## src/rtl/dot_accel.sv

```systemverilog
// Q16.16 dot-product accelerator: CSR slave plus a single-outstanding
// SDRAM read master that walks weight/activation vectors.
module dot_accel (
  input  logic        clk,
  input  logic        rst_n,
  input  logic [3:0]  slave_address,
  input  logic        slave_read,
  input  logic        slave_write,
  input  logic [31:0] slave_writedata,
  output logic [31:0] slave_readdata,
  output logic        slave_waitrequest,
  output logic [31:0] master_address,
  output logic        master_read,
  input  logic [31:0] master_readdata,
  input  logic        master_readdatavalid,
  input  logic        master_waitrequest
);

  typedef enum logic [2:0] {
    IDLE, RD_W, WAIT_W, RD_A, WAIT_A, MAC, DONE
  } state_t;

  state_t      state_q, state_d;
  logic [31:0] wbase_q, abase_q, bias_q, n_q;
  logic        relu_q;
  logic [31:0] result_q, result_d;
  logic [31:0] acc_q, acc_d;
  logic [31:0] i_q, i_d;
  logic [31:0] w_q, w_d;
  logic [31:0] a_q, a_d;
  logic        busy, wr_en, start;
  logic signed [63:0] prod;
  logic [31:0] r_sum;
  logic        unused_wdata;

  assign busy  = (state_q != IDLE);
  assign wr_en = slave_write & ~busy;
  assign start = wr_en & (slave_address == 4'd0);
  assign slave_waitrequest = busy & (slave_read | slave_write);
  assign unused_wdata = ^slave_writedata[31:1];

  assign prod  = 64'($signed(w_q)) * 64'($signed(a_q));
  assign r_sum = acc_q + bias_q;

  always_ff @(posedge clk or negedge rst_n) begin
    if (!rst_n) begin
      wbase_q <= '0;
      abase_q <= '0;
      bias_q  <= '0;
      n_q     <= '0;
      relu_q  <= 1'b0;
    end else if (wr_en) begin
      case (slave_address)
        4'd2:    wbase_q <= slave_writedata;
        4'd3:    abase_q <= slave_writedata;
        4'd4:    bias_q  <= slave_writedata;
        4'd5:    n_q     <= slave_writedata;
        4'd6:    relu_q  <= slave_writedata[0];
        default: ;
      endcase
    end
  end

  always_comb begin
    slave_readdata = '0;
    case (slave_address)
      4'd0:    slave_readdata = result_q;
      4'd1:    slave_readdata = result_q;
      4'd2:    slave_readdata = wbase_q;
      4'd3:    slave_readdata = abase_q;
      4'd4:    slave_readdata = bias_q;
      4'd5:    slave_readdata = n_q;
      4'd6:    slave_readdata = {31'b0, relu_q};
      default: slave_readdata = '0;
    endcase
  end

  always_ff @(posedge clk or negedge rst_n) begin
    if (!rst_n) begin
      state_q  <= IDLE;
      result_q <= '0;
      acc_q    <= '0;
      i_q      <= '0;
      w_q      <= '0;
      a_q      <= '0;
    end else begin
      state_q  <= state_d;
      result_q <= result_d;
      acc_q    <= acc_d;
      i_q      <= i_d;
      w_q      <= w_d;
      a_q      <= a_d;
    end
  end

  always_comb begin
    state_d        = state_q;
    result_d       = result_q;
    acc_d          = acc_q;
    i_d            = i_q;
    w_d            = w_q;
    a_d            = a_q;
    master_read    = 1'b0;
    master_address = '0;
    unique case (state_q)
      IDLE: begin
        if (start) begin
          acc_d   = '0;
          i_d     = '0;
          state_d = (n_q != '0) ? RD_W : DONE;
        end
      end
      RD_W: begin
        master_read    = 1'b1;
        master_address = wbase_q + {i_q[29:0], 2'b00};
        if (!master_waitrequest) state_d = WAIT_W;
      end
      WAIT_W: begin
        if (master_readdatavalid) begin
          w_d     = master_readdata;
          state_d = RD_A;
        end
      end
      RD_A: begin
        master_read    = 1'b1;
        master_address = abase_q + {i_q[29:0], 2'b00};
        if (!master_waitrequest) state_d = WAIT_A;
      end
      WAIT_A: begin
        if (master_readdatavalid) begin
          a_d     = master_readdata;
          state_d = MAC;
        end
      end
      MAC: begin
        // Keep the Q16.16 middle slice; overflow wraps silently
        acc_d   = acc_q + 32'(prod >>> 16);
        i_d     = i_q + 32'd1;
        state_d = (i_q + 32'd1 == n_q) ? DONE : RD_W;
      end
      DONE: begin
        result_d = (relu_q && r_sum[31]) ? '0 : r_sum;
        state_d  = IDLE;
      end
      default: state_d = IDLE;
    endcase
  end

endmodule

```

## config.mk

```make
export PLATFORM = sky130hd
export DESIGN_NAME = dot_accel
export DESIGN_NICKNAME = d
export VERILOG_FILES = /design/src/rtl/dot_accel.sv
export SDC_FILE = /design/constraint.sdc
export NUM_CORES = 2
export LEC_CHECK = 0
export CAP_MARGIN = 10
export CORE_MARGIN = 10
export CORE_UTILIZATION = 45
export DETAILED_ROUTE_END_ITERATION = 6
export DONT_BUFFER_PORTS = 1
export PLACE_DENSITY = 0.68
export SETUP_SLACK_MARGIN = 0.02
export SLEW_MARGIN = 40
export SYNTH_ARGS = -nofsm -noshare
export SYNTH_HDL_FRONTEND = slang
export SYNTH_SLANG_ARGS = --single-unit
```

## constraint.sdc

```tcl
create_clock -name clk -period 11.8 [get_ports clk]
set_input_delay 2.36 -clock clk [delete_from_list [all_inputs] [get_ports clk]]
set_output_delay 2.36 -clock clk [all_outputs]
set_load 0.1 [all_outputs]
```

## Word-level counts from Yosys, hierarchy flattened

Cells that the tools add are included.

- $add $sub $neg: 5
- Multipliers: 1
- Equality and inequality tests: 18
- Mux-type cells: 15
- Bitwise operators: 5
- Reductions and logical operators: 17

Operator list:

| cell | count |
|---|---|
| case mux 32 bit (2 select lines) | 3 |
| case mux 32 bit (6 select lines) | 1 |
| adder 32 bit | 4 |
| 2-to-1 mux 32 bit | 2 |
| multiplier 32 x 32 -> 48 bit | 1 |
| adder 32 x 1 -> 32 bit (second input constant) | 1 |
| equality test 32 bit | 1 |
| nonzero test 32 bit | 1 |
| 2-to-1 mux 3 bit | 7 |
| case mux 3 bit (6 select lines) | 1 |
| AND reduction 2 bit | 8 |
| equality test 4 x 3 -> 1 bit (second input constant) | 3 |
| != test 2 bit (second input constant) | 5 |
| equality test 3 bit (second input constant) | 3 |
| equality test 4 x 2 -> 1 bit (second input constant) | 2 |
| equality test 3 x 2 -> 1 bit (second input constant) | 2 |
| AND reduction 5 bit | 1 |
| equality test 4 x 1 -> 1 bit (second input constant) | 1 |
| zero test 4 bit | 1 |
| OR reduction 2 bit | 2 |
| bitwise AND 1 bit | 3 |
| equality test 3 x 1 -> 1 bit (second input constant) | 1 |
| zero test 3 bit | 1 |
| nonzero test 3 bit | 1 |
| other kinds (5) | 5 |

- Flip-flop bits (word level): 292
- Input port bits: 74
- Output and inout bits: 66
- Logic and storage cells: 72

## Logic depth before layout (Yosys ltp)

- Depth in word-level cells: 6
- Depth in mapped cells: 39
- Gate-level depth less buffers: 38

## Worst setup path after synthesis

Ideal clock, no wire load.

- Kind: register to output
- Start: reg state_q[2]
- End: out master_address[20]
- Arrival time: 8.511 ns
- Data required time: 9.440 ns
- Setup slack: 0.929 ns
- Stages on the path, launching flop included: 21
- Path buffers: 2
- Cells stage by stage: dfrtp_1 clkbuf_1 inv_1 nand2_1 inv_1 nand2_1 clkbuf_1 mux2_2 ha_1 inv_1 fa_1 nor2b_1 o21ai_0 a21oi_1 o2111ai_1 nand2b_1 a21o_1 a31oi_1 nor2b_1 o21ai_0 a2111oi_0

- Cells in the longest elaborated chain, start to end: 2
- Elaborated cells between the ends (all ways): 3
- Classes of those cells: 2 x eq/ne; 1 x mux

Ends and longest elaborated chain:

| what | line | source |
|---|---|---|
| from (decl) | 23 | `state_t state_q, state_d;` |
| from (signal assigned) | 87 | `state_q <= state_d;` |
| equality test 3 x 2 -> 1 bit / equality test 3 x 1 -> 1 bit (equally long branches) | 105 | `unique case (state_q)` |
| case mux 32 bit (2 select lines) * | 105 |  |
| to (decl) | 12 | `output logic [31:0] master_address,` |

Every way passes the cells marked *; elsewhere a longest branch is shown, timed or not.

## Final worst setup path

- Start: reg a_q[8]
- End: reg acc_q[28]

- Cells in the longest elaborated chain, start to end: 3

Ends and longest elaborated chain:

| what | line | source |
|---|---|---|
| from (decl) | 30 | `logic [31:0] a_q, a_d;` |
| from (signal assigned) | 85 | `a_q <= '0;` |
| from (signal assigned) | 92 | `a_q <= a_d;` |
| multiplier 32 x 32 -> 48 bit | 42 | `assign prod = 64'($signed(w_q)) * 64'($signed(a_q));` |
| adder 32 bit | 137 | `acc_d = acc_q + 32'(prod >>> 16);` |
| case mux 32 bit (2 select lines) | 105 |  |
| to (signal assigned) | 82 | `acc_q <= '0;` |
| to (signal assigned) | 89 | `acc_q <= acc_d;` |
| to (decl) | 27 | `logic [31:0] acc_q, acc_d;` |

No other way between the ends.
A chain may end at the register's enable or synchronous reset.

==> results_dict.tcl <==
set metrics [dict create \
    yosys-top-cells-area "fa_1, dfrtp_1, ha_1" \
    dpl.hpwl_um 95840 \
    cpMaxStageDelayCell "dfrtp_1" \
    via_per_inst 5.497 \
    detailroute.via_count 33240 \
    synth_cell_type_count 78 \
    rr_worst_depth 33 \
    drt.antenna.violating_nets 0 \
    io_pins 140 \
    period_minus_slack_ps 10310 \
    synth_warnings 0 \
    rsz0062_at_grt "no" \
    whs_path_depth 2 \
    wire_per_inst_um 20.19 \
    synth-xor-area-share_pct 3.694 \
    fp-row-count 117 \
    crit_path_start_kind "register" \
    gp_congestion 0.9114 \
    status "finished with violations" \
    synth_top_area_share_pct 36.41 \
    track_usage_pct 21.26 \
    dieArea_um2 116000 \
    ctsResizeCount 0 \
    fp.coreArea_um2 101900 \
    fin_tns_setup_ps 0 \
    slew_headroom_pct 38.19 \
    finalSetupViolCount 0 \
    initial_core_util_pct 45.38 \
    cts_setup_buffers 0 \
    finalHoldViolCount 0 \
    synthAdderAreaFrac_pct 43.34 \
    nNetsFinal 5823 \
    drtPass1Iterations 7 \
    clock_skew_ps 23.28 \
    antenna_found_initial 2 \
    clock-root-buffer "clkbuf_16" \
    violations "design-rule violations" \
    cts.clk_slew.worst_paths_ps 60 \
    drive_gt1_share_pct 9.882 \
    syn_area_um2 46240 \
    port_buffers 0 \
    cap_violations 0 \
    fin_crit_sh_pct 87.34 \
    h-tree-depth 2 \
    syn-num-nets 5981 \
    worst_pin_slew_ps 918.7 \
    yosys.area.top_type "fa_1" \
    drt_wl_total_um 122100 \
    required_ps 12250 \
    clock_latency_ps 570 \
    cts-buffers-inserted 34 \
    grt_pass1_vias 35400 \
    grt_max_degree 293 \
    muxShareOfSynthArea_pct 5.515 \
    overflow 0 \
    ys_ff_latch 292 \
    crit_fanout 20 \
    layout_commonest_cell "fa_1" \
    synth-simple-area-share_pct 15.05 \
    slowest_delay_ps 680 \
    tritoncts "done" \
    hp-class "reg -> reg" \
    arrival_ps 10760 \
    synth_area_per_cell_um2 9.612 \
    drcViolationCount 5 \
    synth_compound_area_share_pct 7.775 \
    final_max_slew_viol_count 0 \
    layout_common_cells "fa_1, inv_1, nand2_1, and2_1, dfrtp_1" \
    synth_edf_count 0 \
    crit_path_end_kind "register" \
    path_class "reg -> reg" \
    grt_pass1_wl_um 197500 \
    die_y_um 340.5 \
    synth-async-reset-ratio_pct 100.0 \
    cts_hold_buf 0 \
    synthCells 4810 \
    synth-seq-area-share_pct 15.80 \
    area_growth_pct 6.454 \
    max-clock-path-buffers 3 \
    max_freq_mhz 97.03 \
    crit_top_cell "fa_1" \
    synth_top_family_by_area "adder cells" \
    drtIter0Drc 2305 \
    fp.dieW_um 340.5 \
    cts.sinks 292 \
    synth_ff_type "dfrtp_1" \
]
## critical path, delay by kind of cell, from the launching register on
family	cells	cell delay (ps)
AO/OA/AOI/OAI	12	2830
XOR/XNOR	1	80
adder cells (fa/ha/maj)	10	4760
buffers and inverters	2	430
flip-flops	1	680
AND/OR/NAND/NOR	8	1390
## logic make-up (layout without fill, tap and decap cells)
kind of cell,count (synthesis),after routing
buf+inv,1083,948
compound gates,539,539
fa+ha+maj,1097,1097
flops,292,292
xor+xnor,195,195
simple gates,1377,1377
other cells,0,4
mux,227,227
## path summary, 6_finish.rpt
check | startpoint | endpoint | slack, ps
setup / recovery | a_q[8] | acc_q[28] | 1490
hold / removal | result_q[31] | result_q[31] | 490
setup reg to reg | a_q[8] | acc_q[28] | 1490
hold reg to reg | result_q[31] | result_q[31] | 490
max in group asynchronous | rst_n | i_q[0] | 8910
min in group asynchronous | rst_n | w_q[0] | 1490
## Yosys cell counts (3+ instances only)
library cell / number
a2111oi_0: 4
a211o_1: 4
a211oi_1: 10
a21boi_0: 4
a21o_1: 73
a21oi_1: 108
a222oi_1: 31
a22o_1: 5
a22oi_1: 34
a31oi_1: 15
a32o_1: 3
a41oi_1: 3
and2_1: 509
and3_1: 21
and4_1: 8
buf_1: 18
buf_2: 5
clkbuf_1: 235
dfrtp_1: 292
fa_1: 841
ha_1: 256
inv_1: 822
mux2_2: 222
mux2i_1: 5
nand2_1: 553
nand2b_1: 28
nand3_1: 24
nand4_1: 17
nor2_1: 116
nor2b_1: 25
nor3_1: 28
nor3b_1: 4
nor4_1: 16
nor4b_1: 3
o211ai_1: 8
o21a_1: 20
o21ai_0: 127
o21bai_1: 13
o31ai_1: 45
o41ai_1: 4
or2_2: 4
or3_1: 3
or4_1: 4
xnor2_1: 120
xor2_1: 75
## layer usage
metal	GRT usage [%]	vias to the layer above	part of all wire, %
li1	-	14690	-
met4	9.986	0	5.2
met2	37.44	1055	51
met3	1.907	303	4.8
met1	26.19	17200	39
met5	0	-	0
## area by class of cell
type	count	area [um^2]
Sequential cell	292	7326
Clock buffer	45	992.2
Antenna cell	4	10.01
Clock inverter	14	187.7
Tap cell	1368	1712
Timing Repair Buffer	67	623.1
Fill cell	9466	52670
Inverter	822	3085
Multi-Input combinational cell	3435	35280
## sequential cells by signal, indices dropped and copies added (netlist names)
signal	cells
bias_q	32
state_q	3
abase_q	32
i_q	32
w_q	32
a_q	32
result_q	32
relu_q	1
n_q	32
wbase_q	32
acc_q	32
## stage by stage
step	cell area [um^2]	setup slack (ps)	hold WS, ps	utilization [%]	instances
final	49220	1494	492.8	48.31	6047
after global routing	49220	711.1	529.9	48.31	6047
after CTS	49130	1345	496.5	48.22	6040
after detailed placement	47950	1396	477.1	47.06	5981
after global placement	47670	1411	473.2	46.79	5981
after floorplan	46240	929.2	443.9	-	4810
Power is not shown: default switching activity piles up to over one toggle a cycle in this logic, so the estimate is an artifact.
